`src/rtl/fp_mul_round_pack.sv`:
```
// Normalize, round-to-nearest-even and pack stage of the single-precision FP multiplier.
// One operation in flight; fixed latency IDLE->NORM->ROUND->PACK->DONE.
module fp_mul_round_pack #(
  parameter int EXP_W = 8,
  parameter int MAN_W = 24,
  parameter int BIAS  = 127
) (
  input  logic                   clk,
  input  logic                   rstn,
  input  logic                   in_valid,
  output logic                   in_ready,
  input  logic [2*MAN_W-1:0]     prod,
  input  logic                   sign_a,
  input  logic                   sign_b,
  input  logic [EXP_W-1:0]       exp_a,
  input  logic [EXP_W-1:0]       exp_b,
  input  logic                   a_zero,
  input  logic                   b_zero,
  input  logic                   a_inf,
  input  logic                   b_inf,
  input  logic                   a_nan,
  input  logic                   b_nan,
  output logic                   out_valid,
  input  logic                   out_ready,
  output logic [EXP_W+MAN_W-1:0] result,
  output logic                   flag_ovf,
  output logic                   flag_unf,
  output logic                   flag_inx,
  output logic                   flag_inv
);

  localparam int PW = 2 * MAN_W;
  localparam int EW = EXP_W + 2;
  localparam int RW = EXP_W + MAN_W;
  localparam logic signed [EW-1:0] E_ONE  = EW'(1);
  localparam logic signed [EW-1:0] E_ZERO = EW'(0);
  localparam logic signed [EW-1:0] E_MAX  = EW'((1 << EXP_W) - 1);
  localparam logic [RW-1:0] QNAN = {1'b0, {EXP_W{1'b1}}, 1'b1, {(MAN_W-2){1'b0}}};

  typedef enum logic [2:0] {IDLE, NORM, ROUND, PACK, DONE} state_t;
  state_t state, state_nxt;

  logic [PW-1:0]         p_q;
  logic                  sgn_q;
  logic [EXP_W-1:0]      ea_q, eb_q;
  logic                  az_q, bz_q, ai_q, bi_q, an_q, bn_q;
  logic signed [EW-1:0]  e_q;
  logic [MAN_W-1:0]      m_q;
  logic                  g_q, s_q, inx_q;

  logic signed [EW-1:0]  e_base;
  logic [MAN_W:0]        m_inc;
  logic                  rnd_up;
  logic [RW-1:0]         res_nxt;
  logic                  ovf_nxt, unf_nxt, inx_nxt, inv_nxt;

  assign in_ready  = (state == IDLE);
  assign out_valid = (state == DONE);

  always_ff @(posedge clk or negedge rstn) begin
    if (!rstn) state <= IDLE;
    else       state <= state_nxt;
  end

  always_comb begin
    state_nxt = state;
    unique case (state)
      IDLE:    if (in_valid) state_nxt = NORM;
      NORM:    state_nxt = ROUND;
      ROUND:   state_nxt = PACK;
      PACK:    state_nxt = DONE;
      DONE:    if (out_ready) state_nxt = IDLE;
      default: state_nxt = IDLE;
    endcase
  end

  always_comb begin
    e_base = EW'(ea_q) + EW'(eb_q) - EW'(BIAS);
    m_inc  = {1'b0, m_q} + {{MAN_W{1'b0}}, 1'b1};
    rnd_up = g_q & (s_q | m_q[0]);
  end

  // Special operands take priority over range checks; range checks use the rounded exponent.
  always_comb begin
    res_nxt = {sgn_q, e_q[EXP_W-1:0], m_q[MAN_W-2:0]};
    ovf_nxt = 1'b0;
    unf_nxt = 1'b0;
    inx_nxt = inx_q;
    inv_nxt = 1'b0;
    if (an_q | bn_q) begin
      res_nxt = QNAN;
      inx_nxt = 1'b0;
    end else if ((ai_q & bz_q) | (az_q & bi_q)) begin
      res_nxt = QNAN;
      inx_nxt = 1'b0;
      inv_nxt = 1'b1;
    end else if (ai_q | bi_q) begin
      res_nxt = {sgn_q, {EXP_W{1'b1}}, {(MAN_W-1){1'b0}}};
      inx_nxt = 1'b0;
    end else if (az_q | bz_q) begin
      res_nxt = {sgn_q, {(RW-1){1'b0}}};
      inx_nxt = 1'b0;
    end else if (e_q >= E_MAX) begin
      res_nxt = {sgn_q, {EXP_W{1'b1}}, {(MAN_W-1){1'b0}}};
      ovf_nxt = 1'b1;
      inx_nxt = 1'b1;
    end else if (e_q <= E_ZERO) begin
      res_nxt = {sgn_q, {(RW-1){1'b0}}};
      unf_nxt = 1'b1;
      inx_nxt = 1'b1;
    end
  end

  always_ff @(posedge clk or negedge rstn) begin
    if (!rstn) begin
      p_q   <= '0;
      sgn_q <= 1'b0;
      ea_q  <= '0;
      eb_q  <= '0;
      az_q  <= 1'b0;
      bz_q  <= 1'b0;
      ai_q  <= 1'b0;
      bi_q  <= 1'b0;
      an_q  <= 1'b0;
      bn_q  <= 1'b0;
      e_q   <= '0;
      m_q   <= '0;
      g_q   <= 1'b0;
      s_q   <= 1'b0;
      inx_q <= 1'b0;
    end else begin
      unique case (state)
        IDLE: if (in_valid) begin
          p_q   <= prod;
          sgn_q <= sign_a ^ sign_b;
          ea_q  <= exp_a;
          eb_q  <= exp_b;
          az_q  <= a_zero;
          bz_q  <= b_zero;
          ai_q  <= a_inf;
          bi_q  <= b_inf;
          an_q  <= a_nan;
          bn_q  <= b_nan;
        end
        NORM: begin
          if (p_q[PW-1]) begin
            m_q <= p_q[PW-1 -: MAN_W];
            g_q <= p_q[MAN_W-1];
            s_q <= |p_q[MAN_W-2:0];
            e_q <= e_base + E_ONE;
          end else begin
            m_q <= p_q[PW-2 -: MAN_W];
            g_q <= p_q[MAN_W-2];
            s_q <= |p_q[MAN_W-3:0];
            e_q <= e_base;
          end
        end
        ROUND: begin
          inx_q <= g_q | s_q;
          if (rnd_up) begin
            if (m_inc[MAN_W]) begin
              m_q <= {1'b1, {(MAN_W-1){1'b0}}};
              e_q <= e_q + E_ONE;
            end else begin
              m_q <= m_inc[MAN_W-1:0];
            end
          end
        end
        default: ;
      endcase
    end
  end

  always_ff @(posedge clk or negedge rstn) begin
    if (!rstn) begin
      result   <= '0;
      flag_ovf <= 1'b0;
      flag_unf <= 1'b0;
      flag_inx <= 1'b0;
      flag_inv <= 1'b0;
    end else if (state == PACK) begin
      result   <= res_nxt;
      flag_ovf <= ovf_nxt;
      flag_unf <= unf_nxt;
      flag_inx <= inx_nxt;
      flag_inv <= inv_nxt;
    end
  end

endmodule
```
`config.mk`:
```
export PLATFORM = sky130hd
export DESIGN_NAME = fp_mul_round_pack
export DESIGN_NICKNAME = d
export VERILOG_FILES = /design/src/rtl/fp_mul_round_pack.sv
export SDC_FILE = /design/constraint.sdc
export NUM_CORES = 1
export LEC_CHECK = 0
export BUFFER_PORTS_ARGS = -buffer_cell sky130_fd_sc_hd__buf_2
export CAP_MARGIN = 20
export CELL_PAD_IN_SITES_DETAIL_PLACEMENT = 0
export CELL_PAD_IN_SITES_GLOBAL_PLACEMENT = 1
export CORE_AREA = 2 2 127 129
export CTS_CLUSTER_DIAMETER = 60
export DETAILED_ROUTE_END_ITERATION = 8
export DIE_AREA = 0 0 129 131
export PLACE_DENSITY = 0.86
export SETUP_SLACK_MARGIN = 0.2
export SYNTH_ARGS = -nofsm -noshare
export SYNTH_HDL_FRONTEND = slang
export SYNTH_SLANG_ARGS = --single-unit
export TNS_END_PERCENT = 5
```
`constraint.sdc`:
```
create_clock -name clk -period 6.59 [get_ports clk]
set_input_delay 1.318 -clock clk [delete_from_list [all_inputs] [get_ports clk]]
set_output_delay 1.318 -clock clk [all_outputs]
set_load 0.05 [all_outputs]
```
Word level (Yosys, flattened, before mapping)
Cells that the tools add are included.
- bits in registers: 147
- input port bits: 76
- word-level logic and storage cells: 92
- $add $sub $neg: 5
- magnitude comparators: 2
- eq/ne operators: 8
- multiplexer cells: 38
- bitwise gates (word level): 10
- reductions and logical operators: 8
- operators by type and width (kind ; count):
    $mux 31 ; 4
    $mux 24 ; 3
    $mux 32 ; 2
    $pmux 24 s2 ; 1
    $mux 10 ; 3
    $add 24x1->25 const B ; 1
    $reduce_or 23->1 ; 1
    $reduce_or 22->1 ; 1
    $mux 1 ; 21
    $add 10x2->10 const B ; 2
    $pmux 10 s2 ; 1
    $pmux 3 s5 ; 1
    $ge 10x9->1 const B ; 1
    $le 10x1->1 const B ; 1
    $sub 9x7->10 const B ; 1
    $add 8x8->9 ; 1
    $eq 3x2->1 const B ; 2
    $mux 3 ; 2
    $ne 2x2->1 const B ; 3
    $or 1x1->1 ; 6
    $reduce_and 2->1 ; 3
    $and 1x1->1 ; 3
    $eq 3x1->1 const B ; 1
    $eq 3x3->1 const B ; 1
    other kinds (5) ; 5

Longest topological paths before layout
Gate-level depths: netlist (run 1).
- depth after elaboration: 7
- gate-level depth with buffers: 12

Worst setup path after synthesis (run 1)
OpenSTA, ideal clock, no wires.
- path kind: register to output
- start point: register state[1]
- end point: output out_valid
- data arrival time: 1714 ps
- required time: 5272 ps
- setup slack: 3558 ps
- stages on the path, launching flop included: 3
- buffers on the path: 1
- path through: dfrtp_1 > buf_2 > nor3b_1
- longest elaborated chain between the ends: 1
- RTL lines (item ; RTL line ; source):
    start, declared ; 41 ; state_t state, state_nxt;
    start signal, assigned ; 62 ; else state <= state_nxt;
    $eq 3x3->1 ; 58 ; assign out_valid = (state == DONE);
    end, declared ; 23 ; output logic out_valid,
No other way between the ends.

Worst setup path after layout (run 1)
- start point: register ea_q[1]
- end point: register e_q[7]
- longest elaborated chain between the ends: 5
- RTL lines (item ; RTL line ; source):
    start, declared ; 45 ; logic [EXP_W-1:0] ea_q, eb_q;
    start signal, assigned ; 136 ; ea_q <= exp_a;
    $add 8x8->9 * ; 78 ; e_base = EW'(ea_q) + EW'(eb_q) - EW'(BIAS);
    $sub 9x7->10 * ; 78 ;
    $add 10x2->10 ; 150 ; e_q <= e_base + E_ONE;
    $mux 10 * ; 146 ; if (p_q[PW-1]) begin
    $pmux 10 s2 * ; 132 ; unique case (state)
    end signal, assigned ; 150 ;
    end signal, assigned ; 155 ; e_q <= e_base;
    end signal, assigned ; 163 ; e_q <= e_q + E_ONE;
    end, declared ; 47 ; logic signed [EW-1:0] e_q;
Mark *: on every way between the ends. The rest lies on a longest branch, timed or not.
A chain may end at the register's enable or synchronous reset.

==> results.py, run 1 <==
metrics = {
    "clock_network": {
        "cts_buffers": 17,
        "h-tree-depth": 4,
        "clock-root-buffer": "clkbuf_16",
        "clock_latency_ns": 0.42,
        "ctsHoldBuffers": 0,
        "cts_tree": "done",
        "cts_setup_buffers": 0,
        "cts_resized": 0,
        "clk_pin_slew_ns": 0.06,
        "clkSinkCount": 147,
        "clockBufferDepth": 2,
    },
    "yosys": {
        "synth_ff_type": "dfrtp_1",
        "yosys-top-cells-area": "dfrtp_1 50%, mux2_2 11%, a22o_1 3.3%",
        "synth_edf_count": 0,
        "syn_nets": 781,
        "synth_cells": 685,
        "async_flop_share_pct": 100,
        "ys_warn_count": 0,
        "synth_top_area_share_pct": 50.1,
        "ys_types": 57,
        "yosysSeqAreaShare_pct": 50.1,
        "ys_ff_latch": 147,
        "synthesis.area_mm2": 0.00734,
        "yosysTopAreaCell": "dfrtp_1",
        "avgSynthCellArea_um2": 10.7,
    },
    "flow_run": {
        "max-cap-violations": 0,
    },
    "timing": {
        "clock_skew_ns": 0.00763,
        "min_period_ns": 3.08,
        "tightest_slew_ns": 1.09,
        "grt_setup_unrepaired": "no",
        "fmax_ghz": 0.325,
        "drv_slew": 0,
        "setup_slack_ns": 3.51,
        "fin_setup_tns_ns": 0,
        "hold_violations": 0,
        "setup_violations": 0,
        "fin_crit_sh_pct": 46.8,
        "slew_headroom_pct": 27.5,
    },
    "worst_hold_path": {
        "min_delay_path_depth": 2,
        "min_path_type": "reg2reg",
    },
    "drt": {
        "via_per_inst": 5.51,
        "drt_iter0_markers": 400,
        "avgRoutedWirePerCell_um": 16.4,
        "drt_wl_total_mm": 16.6,
        "first_pass_iters": 5,
        "antenna_left": 0,
        "vias": 5556,
        "drc": 0,
    },
    "placement": {
        "io_buffers": 113,
        "dp.cells": 978,
        "routabilityCongestion": 0.833,
        "pre_cts_slack_ns": 3.53,
        "post-dp-hpwl_mm": 11.9,
    },
    "final_layout": {
        "final_cell_mix": "147 x dfrtp_1, 112 x buf_2, 74 x mux2_2",
        "final_common_cell": "dfrtp_1",
        "instances_no_fill": 1009,
        "nets": 877,
        "area_growth_pct": 18.0,
        "antenna_cells": 0,
        "drive_gt1_share_pct": 29.1,
    },
    "die": {
        "fp.dieW_um": 129,
        "core-area_mm2": 0.0156,
        "rows": 46,
        "fp.dieH_um": 131,
        "die-area_mm2": 0.0169,
        "initial_core_util_pct": 47.0,
        "ios": 114,
    },
    "critical_path": {
        "reg2reg_slack_ns": 3.51,
        "path_max_fanout": 5,
        "critPathCaptureType": "flop",
        "worstSetupStartpointType": "flop",
        "critPathKind": "reg2reg",
        "worstPathArrival_ns": 3.38,
        "r2r_cells": 10,
        "cp.required_ns": 6.89,
    },
    "power_and_ir_drop": {
        "p_leak_nw": 3.81,
        "power_density_mw_per_mm2": 572,
        "ir_worst_vdd_v": 0.000287,
    },
    "global_routing": {
        "grt_pass1_vias": 5392,
        "antenna_found_initial": 0,
        "grtUsageTotal_pct": 20.3,
        "grtUsageMet2_pct": 29.3,
        "grt_max_degree": 85,
        "grt_use_met3_pct": 6.07,
        "grt_pass1_wl_mm": 26.7,
        "top_usage_layer": "met2",
        "grt.overflow.total": 0,
        "grt.met1_usage_pct": 28.9,
    },
    "outcome": {
        "status": "completed",
    },
}
[path summary, 6_finish.rpt]
check,startpoint,endpoint
min,flag_inx,flag_inx
max,ea_q[1],e_q[7]
max in group asynchronous,rstn,m_q[20]
max reg2reg,ea_q[1],e_q[7]
min in group asynchronous,rstn,eb_q[4]
min reg2reg,flag_inx,flag_inx
[cell type report]
class	instances	area (um^2)
fillers	1353	6940
flip-flops and latches	147	3680
multi-input cells	483	3420
repair buffers	119	617
clock buffers	19	443
well taps	216	270
clock inverters	12	181
inverters	13	48.8
[stage by stage]
| step | util, % | hold slack [ns] | power (W) | cell area, um^2 |
|---|---|---|---|---|
| finish | 55.5 | 0.482 | 0.00496 | 8660 |
| global route | 55.5 | 0.513 | 0.00532 | 8660 |
| CTS | 55.5 | 0.482 | 0.00497 | 8660 |
| detailed placement | 51.5 | 0.468 | 0.00393 | 8040 |
| global placement | 51.5 | 0.462 | 0.00383 | 8030 |
| floorplan | - | 0.439 | 0.00339 | 7340 |
[critical path, cell delays in order (launching register included)]
cell and delay [ns]:
dfrtp_1 0.38, ha_1 0.29, ha_1 0.23, fa_1 0.41, a211oi_1 0.33, nor3b_1 0.13, nor2b_1 0.35, nand4_1 0.17
xor2_1 0.18, xnor2_1 0.15, a221o_1 0.35
[per-layer routing]
layer / up-vias / share of wire, %
met2: 184 / 44
met5: - / 0
met1: 2655 / 47
li1: 2698 / -
met4: 0 / 1.6
met3: 19 / 8.2
[Yosys cell counts (12+ instances only)]
library cell,number
nor2_1,46
o21ai_1,13
a22o_1,28
ha_1,19
dfrtp_1,147
nand2_1,45
mux2_2,74
nand3_1,17
nor3_1,12
clkbuf_1,21
mux2i_1,16
a21oi_1,48
buf_2,14
inv_1,13
o21ai_0,45
[flip-flops by register name, summed over array words and instances, names as in the netlist, 3 cells and up]
signal and cells:
ea_q 8, result 32, m_q 24, eb_q 8, e_q 10, state 3, p_q 48
[power breakdown]
group          total [W]  leakage [nW]  switching [W]  internal (W)
clock            0.00101         0.292       0.000368      0.000642
sequential       0.00164          1.77       0.000352       0.00129
combinational    0.00230          1.74        0.00133      0.000980
total            0.00496          3.81        0.00204       0.00291
[logic make-up after synthesis]
| group | count (synthesis) | synth area share, % |
|---|---|---|
| multiplexers | 90 | 13.5 |
| buffers and inverters | 55 | 3.26 |
| XOR/XNOR | 12 | 1.43 |
| AO/OA/AOI/OAI | 184 | 16.1 |
| AND/OR/NAND/NOR | 177 | 12.0 |
| flip-flops | 147 | 50.1 |
| adder cells (fa/ha/maj) | 20 | 3.51 |
Note: power is estimated with default switching activity, not from simulation.
==> run 2, diff against run 1 <==
--- a/config.mk
+++ b/config.mk
@@ -9,11 +9,11 @@
 export CAP_MARGIN = 20
 export CELL_PAD_IN_SITES_DETAIL_PLACEMENT = 0
 export CELL_PAD_IN_SITES_GLOBAL_PLACEMENT = 1
-export CORE_AREA = 2 2 127 129
+export CORE_AREA = 2 2 139 141
 export CTS_CLUSTER_DIAMETER = 60
 export DETAILED_ROUTE_END_ITERATION = 8
-export DIE_AREA = 0 0 129 131
-export PLACE_DENSITY = 0.86
+export DIE_AREA = 0 0 141 143
+export PLACE_DENSITY = 0.77
 export SETUP_SLACK_MARGIN = 0.2
 export SYNTH_ARGS = -nofsm -noshare
 export SYNTH_HDL_FRONTEND = slang
==> constraint.sdc (replaced) <==
create_clock -name clk -period 2.83 [get_ports clk]
set_input_delay 0.566 -clock clk [delete_from_list [all_inputs] [get_ports clk]]
set_output_delay 0.566 -clock clk [all_outputs]
set_load 0.05 [all_outputs]
==> run 2 against run 1 <==
Effect of this change: critical path depth unchanged; critical endpoint unchanged; maximum frequency increased by 13%; combinational power increased by 150%; flip-flop and latch count unchanged; worst setup slack got worse by 3.4 ns; largest power group unchanged; wire length increased by 5.1%; clock power increased by 140%.
==> results.py, run 2 (synthesis gave the netlist of run 1 again) <==
metrics = {
    "drt": {
        "drt_iter0_markers": 305,
        "vias": 5486,
        "avgRoutedWirePerCell_um": 16.6,
        "antenna_left": 0,
        "drc": 0,
        "drt_wl_total_mm": 17.4,
        "first_pass_iters": 5,
        "via_per_inst": 5.25,
    },
    "critical_path": {
        "reg2reg_slack_ns": 0.11,
        "critPathKind": "reg2reg",
        "path_max_fanout": 5,
        "r2r_cells": 10,
        "worst_r2r_endpoint": "e_q[7]",
        "worstSetupStartpointType": "flop",
        "critPathCaptureType": "flop",
        "cp.required_ns": 3.14,
        "reg2reg_from": "eb_q[1]",
        "worstPathArrival_ns": 3.03,
    },
    "clock_network": {
        "clock-root-buffer": "clkbuf_16",
        "clockBufferDepth": 2,
        "h-tree-depth": 4,
        "cts_tree": "done",
        "cts_buffers": 17,
        "clkSinkCount": 147,
        "clock_latency_ns": 0.43,
        "clk_pin_slew_ns": 0.06,
    },
    "power_and_ir_drop": {
        "clockPowerShare_pct": 20.5,
        "p_int_w": 0.00714,
        "switching_share_pct": 40.4,
        "ir_worst_vdd_v": 0.000534,
        "power_w": 0.0120,
        "power_frac_comb_pct": 48.0,
        "seqPwrFrac_pct": 31.5,
        "power_density_mw_per_mm2": 1350,
        "p_leak_nw": 3.92,
        "p_sw_w": 0.00483,
    },
    "timing": {
        "fin_crit_sh_pct": 96.0,
        "grt_setup_unrepaired": "yes",
        "hold_violations": 0,
        "clock_skew_ns": 0.00568,
        "tightest_slew_ns": 0.597,
        "drv_slew": 0,
        "min_period_ns": 2.72,
        "fmax_ghz": 0.368,
        "setup_violations": 0,
        "slew_headroom_pct": 60.1,
    },
    "die": {
        "fp.dieW_um": 141,
        "core-area_mm2": 0.0186,
        "ios": 114,
        "initial_core_util_pct": 39.5,
        "fp.dieH_um": 143,
        "die-area_mm2": 0.0202,
        "rows": 50,
    },
    "final_layout": {
        "drive_gt1_share_pct": 31.6,
        "largest_register_ffs": 48,
        "final_common_cell": "dfrtp_1",
        "final_cell_mix": "147 x dfrtp_1, 112 x buf_2, 74 x mux2_2",
        "regMostFlops": "p_q",
        "utilization_pct": 47.8,
        "instances_no_fill": 1045,
        "area_growth_pct": 21.1,
        "fill_cells": 1744,
        "nets": 892,
        "top_regs": "p_q: 48 flops, result: 32 flops, m_q: 24 flops",
        "fin_area_mm2": 0.00889,
    },
    "placement": {
        "dp.cells": 1010,
        "postPlaceCellArea_mm2": 0.00820,
        "routabilityCongestion": 0.818,
        "io_buffers": 113,
        "post-dp-hpwl_mm": 12.4,
    },
    "global_routing": {
        "grt_pass1_wl_mm": 29.1,
        "grt_max_degree": 66,
        "grtUsageTotal_pct": 18.2,
        "antenna_found_initial": 2,
        "grt.overflow.total": 0,
        "grt_pass1_vias": 5487,
    },
    "worst_hold_path": {
        "min_path_type": "in2async",
    },
    "flow_run": {
        "max-cap-violations": 0,
    },
    "outcome": {
        "status": "completed",
    },
}
run 2: worst max path at each step:
stage                 start      to  slack [ns]  cells past startpoint
floorplan           ea_q[1]  e_q[7]        0.04                     10
global placement    ea_q[1]  e_q[7]       -0.06                     10
detailed placement  ea_q[1]  e_q[9]       -0.14                     10
CTS                 eb_q[1]  e_q[7]        0.15                     10
global route        eb_q[1]  e_q[7]       0.003                     10
finish              eb_q[1]  e_q[7]        0.11                     10
run 2: worst max-delay path, cell delays in order, from the launching register on:
cell	delay (ns)
dfrtp_1	0.38
ha_1	0.29
ha_2	0.19
fa_2	0.39
a211oi_4	0.28
nor3b_2	0.09
nor2b_2	0.21
nand4_1	0.16
xor2_1	0.18
xnor2_1	0.13
a221o_1	0.30
run 2: per-layer routing:
| metal | track usage (%) | up-vias | part of all wire (%) |
|---|---|---|---|
| li1 | - | 2745 | - |
| met1 | 26.6 | 2564 | 49 |
| met2 | 26.2 | 159 | 43 |
| met3 | 5.13 | 18 | 6.9 |
| met4 | 5.84 | 0 | 1.3 |
| met5 | 0 | - | 0 |
run 2: cell type report:
cell class                      instances  area [um^2]  area share [%]
Sequential cell                       147         3680            41.4
Multi-Input combinational cell        483         3470            39.0
Timing Repair Buffer                  134          754            8.49
Clock buffer                           19          433            4.87
Tap cell                              234          293            3.29
Clock inverter                         13          206            2.32
Inverter                               13         48.8           0.549
Antenna cell                            2         5.00          0.0563
run 2: timing repair:
action	in CTS	in global routing
pin swaps	11	2
hold buffers	0	0
resized for setup	7	2
setup buffers	0	1
setup endpoints to repair	5	4
run 2: through the flow:
stage	setup WS (ns)	hold WS (ns)	TNS [ns]
5_1_grt	0.00264	0.163	0
2_1_floorplan	0.0391	0.270	0
4_1_cts	0.149	0.136	0
3_5_place_dp	-0.140	0.461	-0.439
3_3_place_gp	-0.0625	0.459	-0.161
6_report	0.112	0.126	0
run 2: power groups by stage:
stage | logic (W) | registers (W) | clock network (W)
2_1_floorplan | 0.00408 | 0.00382 | 0
3_3_place_gp | 0.00546 | 0.00378 | 0
3_5_place_dp | 0.00550 | 0.00381 | 0
4_1_cts | 0.00566 | 0.00378 | 0.00251
5_1_grt | 0.00642 | 0.00393 | 0.00259
6_report | 0.00574 | 0.00377 | 0.00245
